`src/rtl/cv32e40p_apu_core_pkg.sv`:
```
`default_nettype none
// ============================================================================
// Package  : cv32e40p_apu_core_pkg
// Brief    : APU port widths and request/response structs for the shared FPU.
// Revision : 1.0
// ============================================================================
package cv32e40p_apu_core_pkg;

  localparam int APU_NARGS_CPU    = 3;
  localparam int APU_WOP_CPU      = 6;
  localparam int APU_NDSFLAGS_CPU = 15;
  localparam int APU_NUSFLAGS_CPU = 5;

  typedef struct packed {
    logic [APU_NARGS_CPU-1:0][31:0] operands;
    logic [APU_WOP_CPU-1:0]         op;
    logic [APU_NDSFLAGS_CPU-1:0]    flags;
  } apu_req_payload_t;

  typedef struct packed {
    logic [31:0]                 result;
    logic [APU_NUSFLAGS_CPU-1:0] rflags;
  } apu_rsp_t;

endpackage
`default_nettype wire

```
`src/rtl/cv32e40p_apu_arb_tag_fifo.sv`:
```
`default_nettype none
// ============================================================================
// Module   : cv32e40p_apu_arb_tag_fifo
// Brief    : Synchronous FIFO of owner tags; pointers wrap on power-of-2 depth.
// Revision : 1.0
// ============================================================================
module cv32e40p_apu_arb_tag_fifo #(
  parameter int DEPTH = 4,
  parameter int TAG_W = 1
) (
  input  logic                       clk_i,
  input  logic                       rst_ni,
  input  logic                       push_i,
  input  logic [TAG_W-1:0]           tag_i,
  input  logic                       pop_i,
  output logic [TAG_W-1:0]           head_o,
  output logic                       full_o,
  output logic                       empty_o,
  output logic [$clog2(DEPTH+1)-1:0] count_o
);

  localparam int PTR_W = $clog2(DEPTH);
  localparam int CNT_W = $clog2(DEPTH + 1);

  logic [TAG_W-1:0] mem_q [DEPTH];
  logic [PTR_W-1:0] wr_ptr_q;
  logic [PTR_W-1:0] rd_ptr_q;
  logic [CNT_W-1:0] count_q;
  logic [CNT_W-1:0] count_d;

  always_comb begin
    count_d = count_q;
    case ({push_i, pop_i})
      2'b10:   count_d = count_q + CNT_W'(1);
      2'b01:   count_d = count_q - CNT_W'(1);
      default: count_d = count_q;
    endcase
  end

  always_ff @(posedge clk_i or negedge rst_ni) begin
    if (!rst_ni) begin
      wr_ptr_q <= '0;
      rd_ptr_q <= '0;
      count_q  <= '0;
      for (int i = 0; i < DEPTH; i++) begin
        mem_q[i] <= '0;
      end
    end else begin
      if (push_i) begin
        mem_q[wr_ptr_q] <= tag_i;
        wr_ptr_q        <= wr_ptr_q + PTR_W'(1);
      end
      if (pop_i) begin
        rd_ptr_q <= rd_ptr_q + PTR_W'(1);
      end
      count_q <= count_d;
    end
  end

  assign head_o  = mem_q[rd_ptr_q];
  assign full_o  = (count_q == CNT_W'(DEPTH));
  assign empty_o = (count_q == '0);
  assign count_o = count_q;

`ifndef SYNTHESIS
  assert property (@(posedge clk_i) disable iff (!rst_ni) !(push_i && full_o));
  assert property (@(posedge clk_i) disable iff (!rst_ni) !(pop_i && empty_o));
`endif

endmodule
`default_nettype wire

```
`src/rtl/cv32e40p_apu_arbiter.sv`:
```
`default_nettype none
// ============================================================================
// Module   : cv32e40p_apu_arbiter
// Brief    : Round-robin sharing of one FPU between cores with in-order response
//            steering. Define CV32E40P_APU_ARB_RSP_REG_EN to register responses.
// Revision : 1.0
// ============================================================================
module cv32e40p_apu_arbiter
  import cv32e40p_apu_core_pkg::*;
#(
  parameter int NUM_REQ         = 2,
  parameter int MAX_OUTSTANDING = 4
) (
  input  logic                                        clk_i,
  input  logic                                        rst_ni,
  input  logic [NUM_REQ-1:0]                          req_apu_req_i,
  output logic [NUM_REQ-1:0]                          req_apu_gnt_o,
  input  logic [NUM_REQ-1:0][APU_NARGS_CPU-1:0][31:0] req_apu_operands_i,
  input  logic [NUM_REQ-1:0][APU_WOP_CPU-1:0]         req_apu_op_i,
  input  logic [NUM_REQ-1:0][APU_NDSFLAGS_CPU-1:0]    req_apu_flags_i,
  output logic [NUM_REQ-1:0]                          req_apu_rvalid_o,
  output logic [NUM_REQ-1:0][31:0]                    req_apu_result_o,
  output logic [NUM_REQ-1:0][APU_NUSFLAGS_CPU-1:0]    req_apu_rflags_o,
  output logic                                        apu_req_o,
  input  logic                                        apu_gnt_i,
  output logic [APU_NARGS_CPU-1:0][31:0]              apu_operands_o,
  output logic [APU_WOP_CPU-1:0]                      apu_op_o,
  output logic [APU_NDSFLAGS_CPU-1:0]                 apu_flags_o,
  input  logic                                        apu_rvalid_i,
  input  logic [31:0]                                 apu_rdata_i,
  input  logic [APU_NUSFLAGS_CPU-1:0]                 apu_rflags_i,
  output logic                                        apu_clk_en_o,
  output logic [$clog2(MAX_OUTSTANDING+1)-1:0]        outstanding_o,
  output logic                                        rsp_err_o
);

  localparam int IDX_W = $clog2(NUM_REQ);
  localparam int CNT_W = $clog2(MAX_OUTSTANDING + 1);

  logic [IDX_W-1:0]   rr_q, rr_d;
  logic               lock_q, lock_d;
  logic [IDX_W-1:0]   owner_q, owner_d;
  logic               rsp_err_q, rsp_err_d;

  logic               win_valid;
  logic [IDX_W-1:0]   win_idx;
  logic [IDX_W:0]     cand;
  logic [IDX_W-1:0]   sel_idx;
  logic               handshake;

  logic               fifo_full;
  logic               fifo_empty;
  logic               fifo_pop;
  logic [IDX_W-1:0]   fifo_head;
  logic [CNT_W-1:0]   fifo_count;
  logic [NUM_REQ-1:0] pop_vec;

  apu_req_payload_t [NUM_REQ-1:0] payload;
  apu_req_payload_t               sel_payload;
  apu_rsp_t                       rsp_in;
  apu_rsp_t                       rsp_out;

  for (genvar k = 0; k < NUM_REQ; k++) begin : g_port
    assign payload[k] = '{operands: req_apu_operands_i[k],
                          op:       req_apu_op_i[k],
                          flags:    req_apu_flags_i[k]};
    assign req_apu_gnt_o[k]    = handshake & (sel_idx == IDX_W'(k));
    assign pop_vec[k]          = fifo_pop & (fifo_head == IDX_W'(k));
    assign req_apu_result_o[k] = rsp_out.result;
    assign req_apu_rflags_o[k] = rsp_out.rflags;
  end

  // First requester at or after rr_q, scanning modulo NUM_REQ.
  always_comb begin
    win_valid = 1'b0;
    win_idx   = '0;
    cand      = '0;
    for (int i = 0; i < NUM_REQ; i++) begin
      cand = {1'b0, rr_q} + (IDX_W+1)'(i);
      if (cand >= (IDX_W+1)'(NUM_REQ)) begin
        cand = cand - (IDX_W+1)'(NUM_REQ);
      end
      if (!win_valid && req_apu_req_i[cand[IDX_W-1:0]]) begin
        win_valid = 1'b1;
        win_idx   = cand[IDX_W-1:0];
      end
    end
  end

  assign sel_idx     = lock_q ? owner_q : win_idx;
  assign sel_payload = payload[sel_idx];
  assign apu_req_o   = (win_valid | lock_q) & ~fifo_full;
  assign handshake   = apu_req_o & apu_gnt_i;

  assign apu_operands_o = sel_payload.operands;
  assign apu_op_o       = sel_payload.op;
  assign apu_flags_o    = sel_payload.flags;

  always_comb begin
    rr_d    = rr_q;
    lock_d  = lock_q;
    owner_d = owner_q;
    if (handshake) begin
      rr_d   = (sel_idx == IDX_W'(NUM_REQ - 1)) ? '0 : sel_idx + IDX_W'(1);
      lock_d = 1'b0;
    end else if (apu_req_o) begin
      lock_d  = 1'b1;
      owner_d = sel_idx;
    end
  end

  // A result with nothing outstanding has no owner: drop it and flag it.
  assign fifo_pop  = apu_rvalid_i & ~fifo_empty;
  assign rsp_err_d = rsp_err_q | (apu_rvalid_i & fifo_empty);

  always_ff @(posedge clk_i or negedge rst_ni) begin
    if (!rst_ni) begin
      rr_q      <= '0;
      lock_q    <= 1'b0;
      owner_q   <= '0;
      rsp_err_q <= 1'b0;
    end else begin
      rr_q      <= rr_d;
      lock_q    <= lock_d;
      owner_q   <= owner_d;
      rsp_err_q <= rsp_err_d;
    end
  end

  cv32e40p_apu_arb_tag_fifo #(
    .DEPTH (MAX_OUTSTANDING),
    .TAG_W (IDX_W)
  ) u_tag_fifo (
    .clk_i   (clk_i),
    .rst_ni  (rst_ni),
    .push_i  (handshake),
    .tag_i   (sel_idx),
    .pop_i   (fifo_pop),
    .head_o  (fifo_head),
    .full_o  (fifo_full),
    .empty_o (fifo_empty),
    .count_o (fifo_count)
  );

  assign rsp_in = '{result: apu_rdata_i, rflags: apu_rflags_i};

`ifdef CV32E40P_APU_ARB_RSP_REG_EN
  logic [NUM_REQ-1:0] rsp_valid_q;
  apu_rsp_t           rsp_q;

  always_ff @(posedge clk_i or negedge rst_ni) begin
    if (!rst_ni) begin
      rsp_valid_q <= '0;
      rsp_q       <= '0;
    end else begin
      rsp_valid_q <= pop_vec;
      if (fifo_pop) begin
        rsp_q <= rsp_in;
      end
    end
  end

  assign req_apu_rvalid_o = rsp_valid_q;
  assign rsp_out          = rsp_q;
`else
  assign req_apu_rvalid_o = pop_vec;
  assign rsp_out          = rsp_in;
`endif

  assign apu_clk_en_o  = apu_req_o | (fifo_count != '0) | (|req_apu_req_i);
  assign outstanding_o = fifo_count;
  assign rsp_err_o     = rsp_err_q;

`ifndef SYNTHESIS
  assert property (@(posedge clk_i) disable iff (!rst_ni) lock_q |-> req_apu_req_i[owner_q]);
`endif

endmodule
`default_nettype wire

```
`config.mk`:
```
export PLATFORM = sky130hd
export DESIGN_NAME = cv32e40p_apu_arbiter
export DESIGN_NICKNAME = d
export VERILOG_FILES = /design/src/rtl/cv32e40p_apu_core_pkg.sv /design/src/rtl/cv32e40p_apu_arb_tag_fifo.sv /design/src/rtl/cv32e40p_apu_arbiter.sv
export SDC_FILE = /design/constraint.sdc
export NUM_CORES = 1
export LEC_CHECK = 0
export ABC_CLOCK_PERIOD_IN_PS = 2600
export CAP_MARGIN = 15
export CORE_AREA = 3 3 185 187
export CTS_BUF_LIST = sky130_fd_sc_hd__clkbuf_4 sky130_fd_sc_hd__clkbuf_8 sky130_fd_sc_hd__clkbuf_16
export CTS_CLUSTER_DIAMETER = 40
export DETAILED_ROUTE_END_ITERATION = 8
export DIE_AREA = 0 0 188 190
export GPL_ROUTABILITY_DRIVEN = 0
export PLACE_DENSITY_LB_ADDON = 0.1
export SKIP_LAST_GASP = 1
export SYNTH_ARGS = -nofsm -noshare
export SYNTH_HDL_FRONTEND = slang
export SYNTH_HIERARCHICAL = 1
export SYNTH_SLANG_ARGS = --single-unit
export TNS_END_PERCENT = 20
```
`constraint.sdc`:
```
create_clock -name clk_i -period 2.6 [get_ports clk_i]
set_clock_uncertainty 0.15 [all_clocks]
set_input_delay 0.52 -clock clk_i [delete_from_list [all_inputs] [get_ports clk_i]]
set_output_delay 0.52 -clock clk_i [all_outputs]
set_load 0.1 [all_outputs]
```
==> results of run 1 <==
per-layer routing:
metal | vias up | routed length [µm] | part of all wire | track usage
met5 | - | 13 | 0.00067 | 0
met2 | 214 | 10100 | 0.52 | 0.183
li1 | 1508 | - | - | -
met4 | 2 | 44 | 0.0023 | 0.00606
met1 | 1463 | 7120 | 0.37 | 0.115
met3 | 7 | 2130 | 0.11 | 0.0461
layout make-up:
cell class                 instances  share of cell area
tap                              442              0.0658
sequential                        15              0.0457
timing repair buffer             400               0.635
inverter                           7             0.00313
clock inverter                     1            0.000893
multi-input combinational        165               0.241
clock buffer                       3             0.00893
logic make-up after synthesis:
family | after synthesis
buffers and inverters | 95
AND/OR/NAND/NOR | 25
XOR/XNOR | 6
flip-flops | 15
adder cells (fa/ha/maj) | 6
AO/OA/AOI/OAI | 3
multiplexers | 125
placed cells by master (no fill, tap or decap), types with 2 or more instances in the layout:
cell,netlist,final
mux2_1,5,5
buf_12,0,133
buf_4,75,22
mux2_4,70,70
buf_16,0,2
clkbuf_16,0,3
mux2i_1,2,2
mux2_2,47,47
clkdlybuf4s50_1,0,237
nor2b_4,1,3
xnor2_1,2,2
dfrtp_1,15,12
nand2_1,9,9
xor2_1,4,4
ha_1,5,5
buf_2,4,2
inv_1,7,7
buf_6,2,2
dfrtp_4,0,2
repair_timing:
item | CTS | global route
cloned | 3 | 0
pin swaps | 1 | 1
gates resized for setup | 14 | 4
setup buffers | 9 | 1
endpoints found under the setup margin | 122 | 102
flip-flops by register name, summed over array words and instances (netlist names):
register / cells
u_tag_fifo/count_o: 3
u_tag_fifo/rd_ptr_q: 2
u_tag_fifo/mem_q: 4
lock_q: 1
owner_q: 1
rsp_err_o: 1
u_tag_fifo/wr_ptr_q: 2
rr_q: 1
per-stage QoR:
step | hold slack [ns] | utilization
detailed placement | 0.301 | 0.249
global route | 0.336 | 0.258
finish | 0.316 | 0.258
global placement | 0.297 | 0.249
floorplan | 0.0744 | -
CTS | 0.322 | 0.258
final timing paths:
path	endpoint	slack, ns	startpoint
setup / recovery	apu_operands_o[51]	-0.02	lock_q$_DFFE_PN0P_
hold / removal	rsp_err_o$_DFF_PN0_	0.32	rsp_err_o$_DFF_PN0_
setup reg to reg	u_tag_fifo/count_o[2]$_DFFE_PN0P_	0.25	u_tag_fifo/count_o[1]$_DFFE_PN0P_
hold reg to reg	rsp_err_o$_DFF_PN0_	0.32	rsp_err_o$_DFF_PN0_
max in group asynchronous	u_tag_fifo/count_o[0]$_DFFE_PN0P_	1.65	rst_ni
min in group asynchronous	u_tag_fifo/rd_ptr_q[0]$_DFFE_PN0P_	0.44	rst_ni
power by group through the flow:
stage | combinational (mW) | clock, mW | sequential [mW]
3_5_place_dp | 9.64 | 0 | 0.480
2_1_floorplan | 6.48 | 0 | 0.678
6_report | 9.89 | 0.314 | 0.476
5_1_grt | 10.2 | 0.334 | 0.493
3_3_place_gp | 9.62 | 0 | 0.474
4_1_cts | 10.0 | 0.321 | 0.477
worst reg2reg max path: cells and delay by family (launching register included):
kind / cells / cell delay, ns
AND/OR/NAND/NOR: 3 / 0.51
buffers and inverters: 3 / 0.26
flip-flops: 1 / 0.50
XOR/XNOR: 2 / 0.32
adder cells (fa/ha/maj): 2 / 0.54
==> impl_metrics.toml, run 1 <==
[grt]
gr-total-overflow = 0
track_usage = 0.101
grt_pass1_vias = 3491
grt_max_degree = 18
antenna_found_initial = 1
grt_pass1_wl_mm = 27.0

[yosys]
synth_top_area_frac = 0.339
synth_edf_count = 0
yosys-top-cells-count = "75 x buf_4, 70 x mux2_4, 47 x mux2_2"
ys_top_cells_by_area = "mux2_4 34%, buf_4 18%, mux2_2 17%, dfrtp_1 12%, buf_8 3.4%"
synth_compound_area_frac = 0.00929
synth_seq_cells = 15
synthArstFlopShare = 1.00
netlist_area_mm2 = 0.00310
synth_xor_xnor_area_share = 0.0170
ys_seq_area_frac = 0.121
yosys.cell_count.top_type = "buf_4"
yosys.area.top_type = "mux2_4"
synthAdderAreaFrac = 0.0266
synthMuxAreaShare = 0.542
synth_cell_types = 29
synth-main-ff-cell = "dfrtp_1"
synth_top_family_by_area = "multiplexers"
syn_nets = 558
synth-simple-area-share = 0.0464
syn_area_per_cell_um2 = 11.3
synth_cells = 275
yosysWarnings = 6

[route]
drc = 0
drtPass1Iterations = 4
antenna_left = 0
drt_iter0_markers = 43
routedWlPerCell_um = 18.8
vias_per_cell = 3.09
wirelength_mm = 19.4
vias = 3194

[place]
portBuffers = 366
place_area_mm2 = 0.00813
dp_hpwl_mm = 17.4
place_inst = 1017
place_ws_ns = -0.385

[floorplan]
fp.dieH_um = 190
die_area_mm2 = 0.0357
rows = 66
initial_utilization = 0.0950
core-area_mm2 = 0.0326
fp.dieW_um = 188
io_pins = 478

[power_and_ir_drop]
vdd_ir_drop_max_v = 0.00106
combinationalPowerShare = 0.926
power.total_mw = 10.7
p_int_mw = 4.59
switching_share = 0.571
p_per_area_mw_per_mm2 = 1270
power_switching_mw = 6.10
p_clk_frac = 0.029
p_seq_frac = 0.045
power.leakage_nw = 3.52

[sta]
fin_ws_ns = -0.0228
relSlewSlack = 0.821
setup_viol = 35
hold_violations = 0
tns_ns = -0.376
slew_viol_final = 0
worstMarginPinSlew_ns = 0.267
period_needed_ns = 2.62
finalCritPeriodShare = 1.01
clock.fmax_ghz = 0.381
rsz0062_at_grt = "true"

[worst_setup_path]
critPathCaptureType = "output pin"
crit_path_cell_trace = "nand2b_4 > o21ai_4 > buf_6 > bufbuf_16 > mux2_4 > buf_12"
required_ns = 1.93
cp_slowest_cell = "dfrtp_1"
path_class = "reg -> out"
worst_setup_path_start_kind = "register"
rr_worst_depth = 10
crit_arrival_ns = 1.95
path_max_fanout = 11
critPathBufInv = 3
cpPeakStageDelay_ns = 0.40
critPathTopFamily = "buffers and inverters"
crit_cells = 6

[flow_run]
maxCapViolCount = 0

[clock_tree]
path_clk_slew_ns = 0.05
cts_buffers = 3
htreeDepth = 1
cts_root_buf = "clkbuf_16"
worst_skew_pair.late_latency_ns = 0.25
cts_buffer_depth = 2
cts.sinks = 15
cts_tree = "yes"
postCtsHoldBufs = 0

[cells_and_area]
multi_input_area_mm2 = 0.00203
fin_nets = 875
drive_above_1_share = 0.504
stdcell_count = 1033
fillerInstances = 3390
synthToLayoutAreaGrowth_pct = 171
post-route-cell-area_mm2 = 0.00841
diodes = 0
regArea_um2 = 384

[min_path]
hp-class = "reg -> reg"
holdPathStages = 1

[outcome]
outcome = "finished with violations"
violations = "negative setup slack"
Power figures use the tool's default switching activity.
==> run 2, diff against run 1 <==
TNS_END_PERCENT = unset   (was 20)
==> impl_metrics.toml, run 2 (synthesized netlist as in run 1, its figures left out) <==
[min_path]
hp-class = "reg -> reg"

[route]
wirelength_mm = 19.4
vias = 3199
vias_per_cell = 3.10
drtPass1Iterations = 4
antenna_left = 0
drt_iter0_markers = 42
routedWlPerCell_um = 18.8
drc = 0

[cells_and_area]
drive_above_1_share = 0.513
final_cell_mix = "237 x clkdlybuf4s50_1, 134 x buf_12, 72 x mux2_4, 50 x mux2_2, 21 x buf_4"
regMostFlops = "u_tag_fifo/mem_q"
fin_nets = 875
largest_register_ffs = 4
final_common_cell = "clkdlybuf4s50_1"
fillerInstances = 3395
post-route-cell-area_mm2 = 0.00839
diodes = 0
synthToLayoutAreaGrowth_pct = 171

[grt]
grt_max_degree = 18
track_usage = 0.102
gr-total-overflow = 0
grt_pass1_vias = 3496
busiest_layer = "met2"
use_met1 = 0.116
grt_pass1_wl_mm = 27.1
use_met2 = 0.183
gr-usage-met3 = 0.0461
antenna_found_initial = 1

[clock_tree]
cts_buffer_depth = 2
postCtsHoldBufs = 0
htreeDepth = 1
path_clk_slew_ns = 0.05
cts_root_buf = "clkbuf_16"
cts_tree = "yes"
worst_skew_pair.late_latency_ns = 0.25
cts.sinks = 15
cts_buffers = 3

[worst_setup_path]
critPathCaptureType = "output pin"
crit_arrival_ns = 1.93
rr_worst_depth = 10
worst_setup_path_start_kind = "register"
crit_start = "lock_q$_DFFE_PN0P_"
path_max_fanout = 17
required_ns = 1.93
crit_path_cell_trace = "nand2b_4 > o21ai_4 > buf_12 > buf_12 > mux2_2 > buf_12"
crit_path_end = "apu_op_o[1]"
crit_top_cell = "buf_12"
worstReg2RegStart = "u_tag_fifo/count_o[1]$_DFFE_PN0P_"
path_class = "reg -> out"
r2r-end = "u_tag_fifo/count_o[2]$_DFFE_PN0P_"
cpPeakStageDelay_ns = 0.40
rrSetupSlack_ns = 0.25
cp_slowest_cell = "dfrtp_1"

[floorplan]
die_area_mm2 = 0.0357
initial_utilization = 0.0950
core-area_mm2 = 0.0326
fp.dieH_um = 190
io_pins = 478
rows = 66
fp.dieW_um = 188

[place]
place_area_mm2 = 0.00813
portBuffers = 366
dp_hpwl_mm = 17.4
place_ws_ns = -0.385

[power_and_ir_drop]
power.leakage_nw = 3.51
vdd_ir_drop_max_v = 0.00106
p_per_area_mw_per_mm2 = 1270

[outcome]
outcome = "finished with violations"
violations = "negative setup slack"

[sta]
hold_violations = 0
clock.fmax_ghz = 0.384
setup_viol = 1
tns_ns = -0.00105
slew_viol_final = 0
period_needed_ns = 2.60
rsz0062_at_grt = "true"
relSlewSlack = 0.821
fin_ws_ns = -0.00105
finalCritPeriodShare = 1.00
worstMarginPinSlew_ns = 0.267

[flow_run]
maxCapViolCount = 0
run 2: layout make-up:
cell class / count / area [µm²] / area share
repair buffers: 400 / 5310 / 0.633
clock inverters: 1 / 7.51 / 0.000894
multi-input cells: 165 / 2030 / 0.242
clock buffers: 3 / 75.1 / 0.00894
inverters: 7 / 26.3 / 0.00313
well taps: 442 / 553 / 0.0659
flip-flops and latches: 15 / 384 / 0.0458
run 2: repair_timing:
| action | CTS | global route |
|---|---|---|
| cloned | 3 | 0 |
| gates resized for setup | 21 | 7 |
| hold endpoints to repair | 0 | 0 |
| buffers inserted | 9 | 3 |
| pin swaps | 1 | 1 |
| endpoints found under the setup margin | 122 | 104 |
run 2: layer usage:
layer / up-vias / wire (µm)
met5: - / 13
met4: 2 / 44
met3: 7 / 2100
met2: 216 / 10100
met1: 1467 / 7100
li1: 1507 / -
run 2: worst min path at each step:
| stage | depth (start not counted) | slack [ns] | endpoint | from |
|---|---|---|---|---|
| floorplan | 0 | 0.07 | lock_q$_DFFE_PN0P_ | rst_ni |
| global placement | 1 | 0.30 | rsp_err_o$_DFF_PN0_ | rsp_err_o$_DFF_PN0_ |
| finish | 1 | 0.32 | rsp_err_o$_DFF_PN0_ | rsp_err_o$_DFF_PN0_ |
| CTS | 1 | 0.32 | rsp_err_o$_DFF_PN0_ | rsp_err_o$_DFF_PN0_ |
| detailed placement | 1 | 0.30 | rsp_err_o$_DFF_PN0_ | rsp_err_o$_DFF_PN0_ |
| global route | 1 | 0.34 | rsp_err_o$_DFF_PN0_ | rsp_err_o$_DFF_PN0_ |
run 2: critical path: cells and delay by family, from the launching register on:
kind | cells | cell delay [ns]
compound gates | 1 | 0.19
buf+inv | 3 | 0.52
simple gates | 1 | 0.16
flops | 1 | 0.40
mux | 1 | 0.39
run 2: where the power goes:
| group | internal, mW | switching (mW) | total [mW] |
|---|---|---|---|
| clock | 0.208 | 0.106 | 0.314 |
| combinational | 3.99 | 5.88 | 9.87 |
| sequential | 0.364 | 0.112 | 0.476 |
run 2: per-stage QoR:
stage          hold slack (ns)  utilization  total power, mW  cells
2_1_floorplan           0.0744            -             7.16    275
3_3_place_gp             0.297        0.249             10.1   1017
3_5_place_dp             0.301        0.249             10.1   1017
4_1_cts                  0.322        0.258             10.9   1033
5_1_grt                  0.336        0.257             11.0   1033
6_report                 0.316        0.257             10.7   1033
